<file path="src/rtl/encode83_pkg.sv">
// Shared constants and helpers for the 8-to-3 request encoder.
package encode83_pkg;

  localparam int N_LINES = 8;
  localparam int CODE_W  = 3;

  function automatic logic [N_LINES-1:0] onehot(input logic [CODE_W-1:0] code);
    logic [N_LINES-1:0] mask;
    mask       = '0;
    mask[code] = 1'b1;
    return mask;
  endfunction

endpackage

</file>
<file path="src/rtl/encode83_pick.sv">
// Combinational selector, zero latency, no state. ENCODE83_RR_EN: walk upward from start+1;
// otherwise walk downward from start, so start = 7 gives highest-index-wins priority.
module encode83_pick
  import encode83_pkg::*;
(
  input  logic [N_LINES-1:0] avail,
  input  logic [CODE_W-1:0]  start,
  output logic [CODE_W-1:0]  sel,
  output logic               any
);

  logic [CODE_W-1:0] idx;

  always_comb begin
    sel = '0;
    any = 1'b0;
    idx = '0;
    for (int k = 0; k < N_LINES; k++) begin
`ifdef ENCODE83_RR_EN
      idx = start + CODE_W'(k) + CODE_W'(1);
`else
      idx = start - CODE_W'(k);
`endif
      if (!any && avail[idx]) begin
        sel = idx;
        any = 1'b1;
      end
    end
  end

endmodule

</file>
<file path="src/rtl/encode83_req.sv">
// Sticky 8-line request collector presenting one granted index per valid/ready handshake; code appears
// one cycle after a request sampled while the slot is free, and holds while ready is low (ENCODE83_RR_EN: round-robin).
module encode83_req
  import encode83_pkg::*;
(
  input  logic               clk,
  input  logic               rst_n,
  input  logic [N_LINES-1:0] req,
  output logic [CODE_W-1:0]  code,
  output logic               valid,
  input  logic               ready,
  output logic [N_LINES-1:0] pending,
  output logic               busy
);

  logic [N_LINES-1:0] avail;
  logic               slot_free;
  logic [CODE_W-1:0]  start;
  logic [CODE_W-1:0]  sel;
  logic               any;

  assign avail     = pending | req;
  assign slot_free = !valid || ready;
  assign busy      = valid | (|pending);

`ifdef ENCODE83_RR_EN
  logic [CODE_W-1:0] last;

  assign start = last;

  // Reset value 7 makes the first search after reset begin at index 0.
  always_ff @(posedge clk or negedge rst_n) begin
    if (!rst_n) begin
      last <= CODE_W'(N_LINES - 1);
    end else if (slot_free && any) begin
      last <= sel;
    end
  end
`else
  assign start = CODE_W'(N_LINES - 1);
`endif

  encode83_pick u_pick (
    .avail (avail),
    .start (start),
    .sel   (sel),
    .any   (any)
  );

  always_ff @(posedge clk or negedge rst_n) begin
    if (!rst_n) begin
      code    <= '0;
      valid   <= 1'b0;
      pending <= '0;
    end else if (slot_free) begin
      if (any) begin
        code    <= sel;
        valid   <= 1'b1;
        pending <= avail & ~onehot(sel);
      end else begin
        valid   <= 1'b0;
        pending <= '0;
      end
    end else begin
      // Output stalled: fold new requests (including a re-request of code) into pending.
      pending <= avail;
    end
  end

  property p_hold_stable;
    @(posedge clk) disable iff (!rst_n) (valid && !ready) |=> (valid && $stable(code));
  endproperty
  a_hold_stable: assert property (p_hold_stable);

endmodule

</file>
<file path="config.mk">
export PLATFORM = sky130hd
export DESIGN_NAME = encode83_req
export DESIGN_NICKNAME = d
export VERILOG_FILES = /design/src/rtl/encode83_pkg.sv /design/src/rtl/encode83_pick.sv /design/src/rtl/encode83_req.sv
export SDC_FILE = /design/constraint.sdc
export NUM_CORES = 1
export LEC_CHECK = 0
export BUFFER_PORTS_ARGS = -buffer_cell sky130_fd_sc_hd__buf_4
export CORE_MARGIN = 4
export CORE_UTILIZATION = 33
export DETAILED_ROUTE_END_ITERATION = 8
export PLACE_DENSITY = 0.59
export REMOVE_ABC_BUFFERS = 1
export SYNTH_ARGS = -nofsm -noshare
export SYNTH_HDL_FRONTEND = slang
export SYNTH_SLANG_ARGS = --single-unit
</file>
<file path="constraint.sdc">
create_clock -name clk -period 4.07 [get_ports clk]
set_input_delay 0.6105 -clock clk [delete_from_list [all_inputs] [get_ports clk]]
set_output_delay 0.6105 -clock clk [all_outputs]
set_load 0.01 [all_outputs]
</file>
==> results.txt <==
- Run status: finished clean
- Iteration-0 DRC count of the detailed router: 21
- After synthesis, flip-flops and latches occupy 51.3% of the total area.
- Kind of capture point of the worst setup path: output pin
- On the critical path, the stage with the largest delay is an instance of sky130_fd_sc_hd__dfrtp_1.
- Cell accounting for the most synthesized area: sky130_fd_sc_hd__dfrtp_1
- Dividing total power by cell area gives a power density of 288 nW/um^2.
- In this run the number of H-tree levels came out at 1.
- Entering global routing, the biggest net connects 13 pins.
* Cells after synthesis: 57
- In this run the tool buffered the top-level ports with 23 buffer cells.
* Initial antenna violation count: 0
* Number of rows in the core area: 14
- Summed over all nets, the half-perimeter wirelength after detailed placement is 1130 um.
- Main area contributors after synthesis: sky130_fd_sc_hd__dfrtp_1, sky130_fd_sc_hd__nor2_1, sky130_fd_sc_hd__a2111oi_4
- Clock-pin slew was measured on the worst setup and hold paths at 0.07 ns.
- Mean instance size in the synthesized netlist: 10.3 um^2
- Post-CTS repair timing setup buffer count: 0
* Drt via density: 5.16
* I/O pin count: 24
- Setup repair after global routing missed its margin: false
* Overall die height: 50.1 um
* Nets: 96
- Weighted congestion at the end of routability-driven global placement: 0.748
- Number of synthesized register bits: 12
- After detailed routing, the total wire length is 1420 um.
- The via count of the first global-routing pass came to 516.
- STA classifies the critical path startpoint as a flip-flop.
* First-pass detailed-route iteration total: 6
- For this run the aggregate overflow at the end of global routing stands at 0.
- The detailed router placed 552 vias in this run.
- In the synthesized netlist the dominant register cell turns out to be sky130_fd_sc_hd__dfrtp_1.
* Post-Route Setup TNS: 0 ns
- The first global-routing pass estimated 2400 um of wire.
* Synth async-reset ratio: 100%
- Clock tree from TritonCTS: done
* Total routing usage reported by global routing: 12.8%
- Along the worst path, the maximum fanout reaches 5.
- For the pin with the worst max-slew slack, the measured transition is 0.513 ns.
* CP Data Arrival Time: 1.25 ns
* Setup skew after layout: 0.00446 ns
- Delay of the slowest cell on the worst path: 0.43 ns
- In the synthesized netlist, the cells that appear most often are sky130_fd_sc_hd__dfrtp_1, sky130_fd_sc_hd__nor2_1, sky130_fd_sc_hd__o21ai_0.
- CORE AREA: 1590 um^2
- Highest clock frequency the design can meet: 0.536 GHz
- Clock buffer count from CTS: 3
* Width of the die: 50.1 um
- The final-report hold violation count was 0.
* Time the worst path needs with I/O delays and setup: 1.86 ns
- Yosys mapped a number of flops with a built-in enable equal to 0.
* P&R area growth vs syn: 38.5%
* Post-synth top area share: 51.3%
* Number of antenna repair diodes: 0
- Max transition margin: 65.8%
* Antenna violation net count after detailed routing: 0
- Setup violations remaining at the end of the flow were counted as 0.
- Maxcap violations: 0
* Final Slew Violations: 0
- The worst setup path is of the reg -> out kind.
- Of the cells placed in the final design, the portion with a size suffix greater than 1 is 38.6%.
- In this run, post-CTS hold repair placed 0 buffers.
- The tree is rooted in a sky130_fd_sc_hd__clkbuf_4.
- The signal on the critical path passes through nor4_1 > nand3_1 > buf_4.
- Warnings from Yosys: 0
- Worst-Skew Late Latency: 0.27 ns
- Leakage: 0.000305 uW
- In the routed design, unresolved DRC markers number 0.
* Num Clock Sinks: 12
- Resized cells post-CTS: 0
- Of the available clock period, the critical path in the final layout requires 45.8%.
- Critical path data required time: 3.46 ns
* Maximum number of buffers from clock root to sink: 2
* Effective utilization at floorplan: 36.7%
- The number of different library cells used by synthesis comes to 20.
- IR analysis of the VDD net gives a maximum drop of 0.000191 V.
- In this run the worst hold path is classified as in -> async.
- Total Die Area: 2510 um^2
- In this run the cell area of the synthesized design comes to 586 um^2.
* Post-detailed-route wirelength per cell: 13.2 um
- Hold timing on the final database bottoms out at a slack of 0.164 ns.
==> final timing paths <==
check / from / to / slack [ns] / depth (start not counted)
setup reg to reg: pending[6]$_DFF_PN0_ / pending[1]$_DFF_PN0_ / 2.38 / 4
min in group clk: code[1]$_DFFE_PN0P_ / code[1]$_DFFE_PN0P_ / 0.49 / 2
setup / recovery: pending[1]$_DFF_PN0_ / busy / 2.21 / 3
max in group asynchronous: rst_n / pending[6]$_DFF_PN0_ / 3.75 / 1
hold reg to reg: code[1]$_DFFE_PN0P_ / code[1]$_DFFE_PN0P_ / 0.49 / 2
hold / removal: rst_n / code[2]$_DFFE_PN0P_ / 0.16 / 1
==> kinds of logic after synthesis <==
family | count (synthesis) | share of synthesized area, %
and+or+nand+nor | 29 | 29.3
buffers and inverters | 1 | 0.640
DFF | 12 | 51.3
AOI/OAI and AO/OA | 15 | 18.8
==> critical path, delay by kind of cell, from the launching register on <==
| family | cells | cell delay, ns |
|---|---|---|
| buffers and inverters | 1 | 0.15 |
| AND/OR/NAND/NOR | 2 | 0.41 |
| flip-flops | 1 | 0.43 |
==> metal layers <==
| metal | GRT usage, % | wire (um) |
|---|---|---|
| met1 | 18.3 | 641 |
| met3 | 3.61 | 123 |
| met4 | 6.91 | 27 |
| met5 | 0 | 0 |
| met2 | 17.0 | 621 |
==> power breakdown <==
group	switching [uW]	total, uW	internal, uW
registers	4.64	129	124
clock network	36.7	70.9	34.2
logic	16.9	33.9	17.0
==> cells in the final DEF, fill, tap and decap left out <==
master and instances:
sky130_fd_sc_hd__dfrtp_1 12, sky130_fd_sc_hd__a2111oi_4 1, sky130_fd_sc_hd__a31oi_1 2, sky130_fd_sc_hd__o21ai_1 1, sky130_fd_sc_hd__nor2_4 1, sky130_fd_sc_hd__inv_2 1
sky130_fd_sc_hd__buf_4 23, sky130_fd_sc_hd__or4_4 2, sky130_fd_sc_hd__nor4_4 1, sky130_fd_sc_hd__or4_1 2, sky130_fd_sc_hd__clkbuf_4 3, sky130_fd_sc_hd__o21ai_0 5
sky130_fd_sc_hd__nand2b_1 1, sky130_fd_sc_hd__nand3_1 2, sky130_fd_sc_hd__o31ai_1 1, sky130_fd_sc_hd__a21oi_1 3, sky130_fd_sc_hd__nor4_1 2, sky130_fd_sc_hd__nor2b_1 1
sky130_fd_sc_hd__nor3_1 2, sky130_fd_sc_hd__o22a_1 2, sky130_fd_sc_hd__nand2_1 3, sky130_fd_sc_hd__nor2_1 12
==> state kept, by name, summed over array words and instances (netlist names) <==
signal and flops:
code 3, pending 8, valid 1
==> stage by stage <==
| stage | setup WS (ns) | cells | cell area, um^2 | power, uW | utilization, % |
|---|---|---|---|---|---|
| after floorplan | 2.25 | 57 | 586 | 143 | - |
| final | 2.21 | 107 | 811 | 233 | 50.9 |
| after global placement | 2.09 | 104 | 788 | 165 | 49.5 |
| after global routing | 2.08 | 107 | 811 | 247 | 50.9 |
| after CTS | 2.21 | 107 | 811 | 236 | 50.9 |
| after detailed placement | 2.09 | 104 | 788 | 165 | 49.5 |
==> cell type report <==
type	instances	area, um^2
Fill cell	153	783
Tap cell	24	30.0
Inverter	1	3.75
Multi-Input combinational cell	44	282
Sequential cell	12	300
Clock buffer	3	22.5
Timing Repair Buffer	23	173
(Power assumes the default switching activity.)
